**config.mk**
```make
export PLATFORM = sky130hd
export DESIGN_NAME = chan_mux_scan
export DESIGN_NICKNAME = d
export VERILOG_FILES = /design/src/rtl/chan_mux_scan.sv
export SDC_FILE = /design/constraint.sdc
export NUM_CORES = 1
export LEC_CHECK = 0
export ABC_AREA = 1
export BUFFER_PORTS_ARGS = -buffer_cell sky130_fd_sc_hd__buf_4
export CORE_MARGIN = 3
export CORE_UTILIZATION = 51
export CTS_BUF_LIST = sky130_fd_sc_hd__clkbuf_4
export DETAILED_ROUTE_END_ITERATION = 6
export PLACE_DENSITY = 0.85
export RECOVER_POWER = 25
export SKIP_CTS_REPAIR_TIMING = 1
export SLEW_MARGIN = 0
export SYNTH_ARGS = -nofsm -noshare
export SYNTH_HDL_FRONTEND = slang
export SYNTH_SLANG_ARGS = --single-unit
```
**constraint.sdc**
```tcl
create_clock -name clk -period 1.51 [get_ports clk]
set_input_delay 0.151 -clock clk [delete_from_list [all_inputs] [get_ports clk]]
set_output_delay 0.151 -clock clk [all_outputs]
set_load 0.1 [all_outputs]
```
**src/rtl/chan_mux_scan.sv**
```systemverilog
// Registered NUM_CH-way channel mux with manual select and dwell-timed auto-scan.
// Define CHAN_MUX_MASK_EN to add the ch_mask port (per-channel enable, scan skips masked channels).
module chan_mux_scan #(
  parameter int NUM_CH = 8,
  parameter int DATA_W = 1,
  parameter int DWELL  = 4
) (
  input  logic                       clk,
  input  logic                       rst,
  input  logic [NUM_CH*DATA_W-1:0]   i,
  input  logic [$clog2(NUM_CH)-1:0]  s,
  input  logic                       mode,
  input  logic                       en,
`ifdef CHAN_MUX_MASK_EN
  input  logic [NUM_CH-1:0]          ch_mask,
`endif
  output logic [DATA_W-1:0]          y,
  output logic                       y_valid,
  output logic [$clog2(NUM_CH)-1:0]  cur_sel,
  output logic                       wrap
);

  localparam int SEL_W = $clog2(NUM_CH);
  localparam int DW_W  = $clog2(DWELL + 1);
  localparam logic [DW_W-1:0] DW_LAST = DW_W'(DWELL - 1);

  logic [SEL_W-1:0]  r_ptr;
  logic [DW_W-1:0]   r_dwell;
  logic [DATA_W-1:0] r_y;
  logic              r_y_valid;
  logic [SEL_W-1:0]  r_cur_sel;
  logic              r_wrap;

  logic [NUM_CH-1:0] w_mask;
  logic [SEL_W-1:0]  w_sel;
  logic [DATA_W-1:0] w_data;
  logic              w_hit;
  logic              w_dwell_done;
  logic [SEL_W-1:0]  w_ptr_next;
  logic              w_ptr_wraps;

`ifdef CHAN_MUX_MASK_EN
  assign w_mask = ch_mask;
`else
  assign w_mask = {NUM_CH{1'b1}};
`endif

  // Index base+k modulo NUM_CH using an explicit compare rather than counter overflow.
  function automatic int ring_add(input int base, input int k);
    int sum;
    sum = base + k;
    if (sum >= NUM_CH) begin
      return sum - NUM_CH;
    end else begin
      return sum;
    end
  endfunction

  // Channel select: out-of-range or masked selections yield zero data and no valid.
  always_comb begin
    w_sel  = mode ? r_ptr : s;
    w_data = {DATA_W{1'b0}};
    w_hit  = 1'b0;
    for (int k = 0; k < NUM_CH; k++) begin
      w_data = w_data | ({DATA_W{(w_sel == SEL_W'(k)) && w_mask[k]}} & i[k*DATA_W +: DATA_W]);
      w_hit  = w_hit | ((w_sel == SEL_W'(k)) && w_mask[k]);
    end
  end

  // Next enabled channel after the pointer; descending scan lets the nearest one win.
  always_comb begin
    w_ptr_next   = r_ptr;
    w_ptr_wraps  = 1'b0;
    w_dwell_done = (r_dwell == DW_LAST);
    for (int k = NUM_CH; k >= 1; k--) begin
      w_ptr_next  = w_mask[SEL_W'(ring_add(int'(r_ptr), k))] ?
                    SEL_W'(ring_add(int'(r_ptr), k)) : w_ptr_next;
      w_ptr_wraps = w_mask[SEL_W'(ring_add(int'(r_ptr), k))] ?
                    ((int'(r_ptr) + k) >= NUM_CH) : w_ptr_wraps;
    end
  end

  // Output, pointer and dwell registers; en=0 freezes everything but drops a pending wrap.
  always_ff @(posedge clk or posedge rst) begin
    if (rst) begin
      r_ptr     <= {SEL_W{1'b0}};
      r_dwell   <= {DW_W{1'b0}};
      r_y       <= {DATA_W{1'b0}};
      r_y_valid <= 1'b0;
      r_cur_sel <= {SEL_W{1'b0}};
      r_wrap    <= 1'b0;
    end else if (en) begin
      r_y       <= w_data;
      r_y_valid <= w_hit;
      r_cur_sel <= w_sel;
      if (mode) begin
        if (w_dwell_done) begin
          r_dwell <= {DW_W{1'b0}};
          r_ptr   <= w_ptr_next;
          r_wrap  <= w_ptr_wraps;
        end else begin
          r_dwell <= r_dwell + DW_W'(1);
          r_wrap  <= 1'b0;
        end
      end else begin
        // An illegal manual index parks the scan pointer on channel 0.
        r_ptr   <= (int'(s) < NUM_CH) ? s : {SEL_W{1'b0}};
        r_dwell <= {DW_W{1'b0}};
        r_wrap  <= 1'b0;
      end
    end else begin
      r_wrap <= 1'b0;
    end
  end

  assign y       = r_y;
  assign y_valid = r_y_valid;
  assign cur_sel = r_cur_sel;
  assign wrap    = r_wrap & en;

endmodule

```
# ---- Word-level counts from Yosys, hierarchy flattened
# Memories as Yosys holds them, arrays and structs flattened.
# Index checks and enable logic that the tools add are counted.
dict set report totals {
  reg_bits 12
  latchBits 0
  ram_bits 0
  romBits 64
  in_bits 15
  output_inout_bits 6
  wordCells 130
  mem_count 8
}
dict set report op_classes {
  addsub 17
  mul 0
  div_mod_pow 0
  order_cmp 16
  n_eq_ne 10
  shifts 0
  mux 48
  bitwise_logic 23
  reduce_logical 2
}
# name words word_bits read_ports rd_ports_with_merged_regs write_ports line
set mem_list {}
lappend mem_list {{(no name shown)} 8 1 1 0 0 78} ;# w_ptr_wraps = w_mask[SEL_W'(ring_add(int'(r_ptr), k))] ?
lappend mem_list {{(no name shown)} 8 1 1 0 0 78}
lappend mem_list {{(no name shown)} 8 1 1 0 0 78}
lappend mem_list {{(no name shown)} 8 1 1 0 0 78}
lappend mem_list {{(no name shown)} 8 1 1 0 0 78}
lappend mem_list {{(no name shown)} 8 1 1 0 0 78}
lappend mem_list {{2 more memories} n/a n/a n/a n/a n/a n/a}
# cell n
set ops {}
lappend ops {{$mux W3} 21}
lappend ops {{$lt A3 B5 Y1 const B} 8}
lappend ops {{$ge A4 B4 Y1 const B} 7}
lappend ops {{$mux W1} 27}
lappend ops {{$sub A3 B1 Y3 const B} 8}
lappend ops {{$add A3 B3 Y4 const B} 4}
lappend ops {{$or A1 B1 Y1} 14}
lappend ops {{$eq A3 B3 Y1 const B} 4}
lappend ops {{$and A1 B1 Y1} 9}
lappend ops {{$eq A3 B2 Y1 const B} 3}
lappend ops {{$ne A9 B1 Y1 const B} 1}
lappend ops {{$add A3 B2 Y4 const B} 2}
lappend ops {{$add A3 B4 Y5 const B} 1}
lappend ops {{$ge A5 B4 Y1 const B} 1}
lappend ops {{$add A3 B1 Y4 const B} 1}
lappend ops {{$add A3 B1 Y3 const B} 1}
lappend ops {{$eq A3 B1 Y1 const B} 1}
lappend ops {{$logic_not A3 Y1} 1}
lappend ops {{$reduce_and A3 Y1} 1}
lappend ops {{$ne A2 B1 Y1 const B} 1}

# ---- Logic depth before layout (Yosys ltp)
# Gate-level depths: netlist of the first run.
dict set report logic_depth {
  word_depth 17
  depth_mapped 8
  ltp_nobuf 7
}

# ---- Worst setup path before layout of the first run
# OpenSTA, ideal clock, no wires.
dict set report synth_path {
  kind {reg2reg}
  startpoint {register, netlist name y_valid}
  endpoint {register r_y_valid (netlist: y_valid)}
  setup_time_ps 129
  arrival_time_ps 1137
  required_time_ps 1381
  setup_slack_ps 244
  path_stages_with_launch 2
  period_less_slack_ps 1266
  cell_sequence {dfrtp_1 -> or2_2}
}
# item line
set synth_rtl {}
lappend synth_rtl {{to (signal assigned)} 94} ;# r_y_valid <= w_hit;
lappend synth_rtl {{to (decl)} 30} ;# logic r_y_valid;

# ---- Worst setup path in the final report of the first run
dict set report layout_path {
  startpoint {register r_dwell[0]}
  endpoint {register r_ptr[0]}
}
dict set report layout_between {
  elab_chain_len 3
}
# item line
set layout_lines {}
lappend layout_lines {{from (decl)} 28} ;# logic [DW_W-1:0] r_dwell;
lappend layout_lines {{from (signal assigned)} 87} ;# r_dwell <= {DW_W{1'b0}};
lappend layout_lines {{from (signal assigned)} 98} ;# r_dwell <= {DW_W{1'b0}};
lappend layout_lines {{from (signal assigned)} 102} ;# r_dwell <= r_dwell + DW_W'(1);
lappend layout_lines {{$eq A3 B2 Y1} 74} ;# w_dwell_done = (r_dwell == DW_LAST);
lappend layout_lines {{$ne A2 B1 Y1 (no line)} n/a}
lappend layout_lines {{$reduce_and A3 Y1 (no line)} n/a}
lappend layout_lines {{to (signal assigned)} 86} ;# r_ptr <= {SEL_W{1'b0}};
lappend layout_lines {{to (signal assigned)} 99} ;# r_ptr <= w_ptr_next;
lappend layout_lines {{to (signal assigned)} 107} ;# r_ptr <= (int'(s) < NUM_CH) ? s : {SEL_W{1'b0}};
lappend layout_lines {{to (decl)} 27} ;# logic [SEL_W-1:0] r_ptr;
# No other way between the ends.
# A chain may end at the register's enable or synchronous reset.

==> metrics.md, run 1 <==
| Metric | Value |
|---|---|
| Final hold vios | 0 |
| First-pass GRT wire length | approximately 2600 um |
| Avg Inst Size Synth | approximately 8.1 um2 |
| Total core area | about 1200 um2 |
| Pwr Density | between 1000 and 1500 nW/um2 |
| Fillers | 98 |
| P_leak | 0.4551 nW |
| CP Launch Type | register |
| Final Max Tran Viols | 0 |
| Root Driver | clkbuf_4 |
| Gr usage total | 19.49% |
| Power Total | roughly 0.0011 W |
| Post-DR vias/cell | approximately 5.2 |
| Drt pass-1 iters | 4 |
| Prevailing post-synth register cell | dfrtp_1 |
| Post-synthesis mux area share | 0% |
| Post-synth top area share | between 40 and 50% |
| Area growth syn-to-layout | 26.82% |
| Initial antenna violation count | 0 |
| Syn_nets | 102 |
| Netlist Area Pre-Place | ~690 um2 |
| Area post-placement | between 800 and 900 um2 |
| Net switching power of the design | approximately 0.00047 W |
| Die Wd | about 43 um |
| # clock sinks | 12 |
| Post-route cell area | about 870 um2 |
| Final setup fails | 0 |
| Post-synthesis sequential area ratio | between 40% and 50% |
| Largest net degree at the start of global routing | 13 |
| # placed instances | between 100 and 150 |
| CP Class | reg -> reg |
| Async SR Flop Fraction | 100.0% |
| Simple-Gate Fraction of Synth Area | approximately 36% |
| Residual DRC | 0 |
| CP arrival | roughly 1.4 ns |
| Pint | 0.0006192 W |
| CTS Buffer Depth | 2 |
| Min Tclk post-route | approximately 1.2 ns |
| Tcrit/Tclk final | roughly four fifths |
| List of most frequent post-synthesis cells | nand2_1, dfrtp_1, nand3_1 |
| DR vias | roughly 630 |
| Drt first-iter violations | 21 |
| CTS tree | yes |
| Final HPWL from detailed placement | about 1200 um |
| Rel. slew slack | between 60% and 70% |
| Wire per inst | approximately 13 um |
| Count leader, synth | nand2_1 |
| Post-synthesis cell type count | 19 |
| Post-synth EDFFs | 0 |
| H-tree depth | 1 |
| # diodes | 0 |
| Synth warn | 0 |
| Nets | 126 |
| Sequential share of power | around two fifths |
| Compound-gate portion of the synthesized area | 6.204% |
| Placer Congestion | between 0.8 and 0.9 |
| Setup crit start | r_dwell[0] |
| Setup tns final | 0 ns |
| Worst skew pair latency | 0.28 ns |
| Clk slew on worst S/H paths | around 0.08 ns |
| CP required | roughly 1.7 ns |
| Layout Cells excl Fill | 121 |
| Main combinational cell family by area after synthesis | simple AND/OR/NAND/NOR gates |
| Worst-margin pin slew | 0.4584 ns |
| Num CTS Buffers | 3 |
| Crit. End Element | register |
| Status | complete, no violations |
| Post-Route WL | about 1600 um |
| Gr ovfl total | 0 |
| #FFs+latches synth | 12 |
| Final Skew | between 0.007 and 0.008 ns |
| Mapped Cells | 85 |
| Fraction of layout cells with a size suffix above 1 | between 20% and 30% |
| ANT nets after route | 0 |
| Switch share | a little over two fifths |
| Die ar. | around 1800 um2 |
| Yosys top cell by area | dfrtp_1 |
| Comb power frac | about two fifths |
| Hold/Removal Path Class | in -> reg |
| Rows | 12 |
| Die Y | roughly 43 um |
| Worst vdd ir | approximately 730 uV |
| Starting Density | 57.81% |
| Synthesized-area fraction occupied by adder cells | between 3 and 4% |
| Max cap viols | 0 |
| Peak Freq | 813.9 MHz |
| I/O pin cnt | 21 |
| Reg2reg start | r_dwell[0] |
| Critical-path maximum fanout | 5 |
| Hold path start | en |
| # port buffers | 20 |
| Synth Area in XOR/XNOR | 2.555% |
| Clock power frac | about a fifth |
| Area contributors post-synth | dfrtp_1, nand2_1, nand3_1 |
| Vias in the first global route | between 500 and 600 |
| RSZ-0062 raised after global routing | false |
kinds of logic (layout without fill, tap and decap cells):
family                     after synthesis  in the layout
and+or+nand+nor                         51             51
DFF                                     12             12
buffers and inverters                   10             32
AOI/OAI and AO/OA                        8              8
adders and majority gates                2              2
xor gates and xnor gates                 2              2
power groups by stage:
stage	Clock, W	Combinational [W]	Sequential (W)
6_report	0.000202	0.000451	0.000435
2_1_floorplan	0	0.000195	0.000579
4_1_cts	0.000197	0.000450	0.000436
3_5_place_dp	0	0.000447	0.000441
3_3_place_gp	0	0.000433	0.000437
5_1_grt	0.000222	0.000491	0.000447
layer usage:
layer  up-vias  routed length [um]  GRT usage [%]  part of all wire [%]
met2        13                 787          30.84                    51
li1        323                   -              -                     -
met3         5                  81          7.203                   5.2
met4         0                  26          8.696                   1.7
met5         -                   0              0                     0
met1       284                 662          23.32                    43
per-stage QoR:
| stage | hold slack (ns) | util (%) | worst slack (ns) |
|---|---|---|---|
| global route | 0.1589 | 73.31 | 0.1375 |
| detailed placement | 0.1919 | 70.57 | 0.2755 |
| CTS | -0.1003 | 72.47 | 0.2726 |
| global placement | 0.1879 | 70.57 | 0.3671 |
| floorplan | 0.01570 | - | 0.2440 |
| finish | 0.1492 | 73.31 | 0.2814 |
worst max-delay path, cell delays in order, from the launching register on:
cell	delay [ns]
dfrtp_1	0.40
ha_1	0.21
nand2_1	0.08
nand2_1	0.07
nand2_1	0.10
inv_1	0.10
o21ai_0	0.09
nand2_1	0.07
path summary, 6_finish.rpt:
path	to	slack, ns	depth (start not counted)
hold reg to reg	y_valid	0.47	1
setup reg to reg	r_ptr[0]	0.28	7
setup / recovery	r_ptr[0]	0.28	7
hold / removal	cur_sel[1]	0.15	2
max in group asynchronous	r_dwell[0]	0.76	3
min in group asynchronous	cur_sel[2]	0.43	3
registers in the layout, summed over array words and instances, names as in the netlist:
register	cells
y_valid	1
cur_sel	3
r_dwell	3
r_ptr	3
r_wrap	1
y	1
final cells by class:
type                    instances  area, um2  share of cell area, %
clock buffers                   3      22.52                  2.590
inverters                       8      35.03                  4.029
multi-input cells              63      334.1                  38.42
flip-flops and latches         12      300.3                  34.53
well taps                      14      17.52                  2.014
repair buffers                 21      160.2                  18.42
cells in the final DEF (no fill, tap or decap):
cell / n
nand2_8: 1
nor3_1: 1
clkbuf_4: 4
inv_1: 7
a31oi_1: 2
nand3_1: 12
nor2_2: 2
nand2_1: 21
dlygate4sd3_1: 1
o21ai_0: 5
or2_2: 1
nand2_2: 1
dfrtp_1: 12
buf_4: 19
ha_1: 2
a21oi_1: 1
nor2_1: 10
inv_6: 1
nand2_4: 2
xnor2_1: 2
Note: power is estimated with default switching activity, not from simulation.
==> run 2: changes to the inputs <==
Settings changed: ABC_AREA 1 to 0, CORE_AREA from default to 3 3 40 42, CORE_MARGIN 3 to default, CORE_UTILIZATION 51 to default, DIE_AREA from default to 0 0 43 45, PLACE_DENSITY 0.85 to 0.82.
Clock period 1.51 ns to 1.2 ns, I/O delays scaled along.
==> metrics.md, run 2 <==
| Metric | Value |
|---|---|
| Status | finished with violations |
| Failing checks | setup timing |
| CTS Buffer Depth | 2 (unchanged) |
| Final setup margin | -0.2433 ns (-0.5247 ns) |
| Fillers | 95 (-3.1%) |
| # port buffers | 20 (unchanged) |
| Synth warn | 0 (unchanged) |
| Critical-path maximum fanout | 3 (-2) |
| Area occupied by multi-input gates | 321.6 um2 (-3.7%) |
| CP arrival | 1.61 ns (+0.21 ns) |
| Wire per inst | 13.98 um (+8.6%) |
| Count leader, synth | dfrtp_1 |
| Layout Cells excl Fill | 102 (-16%) |
| Drt pass-1 iters | 4 (unchanged) |
| # clock sinks | 12 (unchanged) |
| WHS Path Cells | 2 (unchanged) |
| Post-synthesis sequential area ratio | 47.71% (+3.9 points) |
| Total core area | 1285 um2 (+8.3%) |
| Pwr Density | 1934 nW/um2 (+54%) |
| Final hold vios | 0 (unchanged) |
| Setup tns final | -0.4191 ns (-0.4191 ns) |
| Post-synthesis cell type count | 23 (+4) |
| Seq. cell area | 301.5 um2 (+0.42%) |
| Die ar. | 1935 um2 (+6.3%) |
| Die Wd | 43 um (+0.79%) |
| Drt first-iter violations | 7 (-67%) |
| Largest net degree at the start of global routing | 17 (+4) |
| Mapped Cells | 58 (-32%) |
| Area growth syn-to-layout | 40.56% |
| GR Util met3 | 2.390% (-4.8 points) |
| Vias in the first global route | 496 (-14%) |
| Nets | 105 (-17%) |
| Rows | 13 (+1) |
| Syn_nets | 75 (-26%) |
| # placed instances | 96 (-18%) |
| Worst skew pair latency | 0.28 ns (about the same) |
| Worst vdd ir | 1097 uV (+49%) |
| CP required | 1.37 ns (-0.31 ns) |
| ANT nets after route | 0 (unchanged) |
| H-tree depth | 1 (unchanged) |
| Final Max Tran Viols | 0 (unchanged) |
| I/O pin cnt | 21 (unchanged) |
| Critical Path Max Stage Delay | 0.52 ns (+0.12 ns) |
| RSZ-0062 raised after global routing | true |
| Num CTS Buffers | 3 (unchanged) |
| Fin util | 68.84% (-4.5 points) |
| #FFs+latches synth | 12 (unchanged) |
| List of most frequent post-synthesis cells | dfrtp_1, nor2_1, a21oi_1 |
| Yosys top cell by area | dfrtp_1 |
| Prevailing post-synth register cell | dfrtp_1 |
| Final HPWL from detailed placement | 1063 um (-8.7%) |
| CTS tree | yes |
| Fraction of layout cells with a size suffix above 1 | 42.53% (+14 points) |
| CP bufs+invs | 0 (-1) |
| Reg2Reg Depth | 4 (-3) |
| Slowest cell on the critical path | mux4_2 |
| Post-Route WL | 1426 um (-8.4%) |
| Power Total | 0.001710 W (+57%) |
| Max cap viols | 0 (unchanged) |
| Die Y | 45 um (+5.5%) |
| # diodes | 0 (unchanged) |
| Area contributors post-synth | dfrtp_1, mux2i_1, mux4_1 |
| M2 GR Usage | 27.84% (-3.0 points) |
| Worst path depth | 4 (-3) |
| Rel. slew slack | 70.11% (+0.70 points) |
| Initial antenna violation count | 0 (unchanged) |
| Crit. End Element | register |
| Gr busiest metal | met2 |
| Netlist Area Pre-Place | 629.4 um2 (-8.2%) |
| Post-synth EDFFs | 0 (unchanged) |
| Peak Freq | 692.9 MHz (-15%) |
| Gr usage total | 15.80% (-3.7 points) |
| Commonest non-fill, non-tap cell in the layout | buf_4 |
| Starting Density | 48.98% (-8.8 points) |
| Async SR Flop Fraction | 100.0% (unchanged) |
| GR met1 Demand/Resource | 17.65% (-5.7 points) |
| Placer Congestion | 0.6585 (-18%) |
| Root Driver | clkbuf_4 |
| CP Class | reg -> reg |
| Residual DRC | 0 (unchanged) |
| DR vias | 527 (-16%) |
| Gr ovfl total | 0 (unchanged) |
| Most frequent cells in the layout | buf_4, dfrtp_1, nor2_1, a21oi_1, mux2i_1 |
| Final Skew | 0.009410 ns (+0.002293 ns) |
| Worst path cell trace | mux2i_4 > mux4_2 > mux2i_1 > a21oi_1 |
| Tcrit/Tclk final | 120.3% (+39 points) |
| Worst-margin pin slew | 0.4479 ns (-0.01049 ns) |
| Min Tclk post-route | 1.443 ns (+0.2147 ns) |
| Clk slew on worst S/H paths | 0.08 ns (about the same) |
| CP Launch Type | register |
| Critical path's top delay family | multiplexers |
| First-pass GRT wire length | 2118 um (-19%) |
| Dpl ws | -0.3331 ns (-0.6086 ns) |
| Hold/Removal Path Class | in -> reg |
| Avg Inst Size Synth | 10.85 um2 (+35%) |
| Post-DR vias/cell | 5.167 (about the same) |
| P_leak | 0.4229 nW (-7.1%) |
| Post-synth top area share | 47.71% (+3.9 points) |
| Final setup fails | 4 (+4) |
==> run 2: cell types whose count changed after synthesis, moves of 2 or more <==
cell,change
nand2b_1,+3
o21ai_0,-4
nand2_4,-2
inv_1,-6
nand3_1,-11
mux4_1,+2
and2_1,+2
a21oi_1,+6
mux2i_1,+6
nand2_1,-20
nor2_2,-2
nor2_1,-2
==> run 2: logic make-up after synthesis <==
| logic type | after synthesis | synth area share [%] |
|---|---|---|
| multiplexers | 8 | 17.89 |
| AND/OR/NAND/NOR | 19 | 15.31 |
| flip-flops | 12 | 47.71 |
| XOR/XNOR | 1 | 1.392 |
| AO/OA/AOI/OAI | 12 | 10.94 |
| adder cells (fa/ha/maj) | 2 | 3.976 |
| buffers and inverters | 4 | 2.782 |
==> run 2: final timing paths <==
check / start / end / slack, ns
worst max register to register: r_ptr[0] / y / -0.24
worst min-delay path: en / cur_sel[2] / 0.15
min in group asynchronous: rst / y / 0.40
worst max-delay path: r_ptr[0] / y / -0.24
worst min register to register: y_valid / y_valid / 0.51
max in group asynchronous: rst / y_valid / 0.46
==> run 2: final cells by class <==
cell class	count	area share (%)
Inverter	1	0.4243
Multi-Input combinational cell	42	36.35
Clock inverter	1	0.4243
Timing Repair Buffer	28	24.05
Clock buffer	3	2.546
Tap cell	15	2.122
Sequential cell	12	34.09
==> run 2: power breakdown <==
group / switching (W) / internal [W] / leakage [nW]
Clock: 0.000140 / 0.000121 / 0.0154
Sequential: 0.0000756 / 0.000513 / 0.140
Combinational: 0.000517 / 0.000344 / 0.267
==> run 2: through the flow <==
step,hold WS [ns],area [um2]
floorplan,-0.01537,631.9
global placement,0.1626,832.0
detailed placement,0.1614,832.0
CTS,-0.1405,858.3
global route,0.1719,884.6
finish,0.1522,884.6
==> run 2: layer usage <==
layer  share of wire, %  wire, um  vias up
li1                   -         -      262
met4                2.7        38        0
met3                3.9        55        5
met5                  0         0        -
met2                 51       730       14
met1                 42       602      246
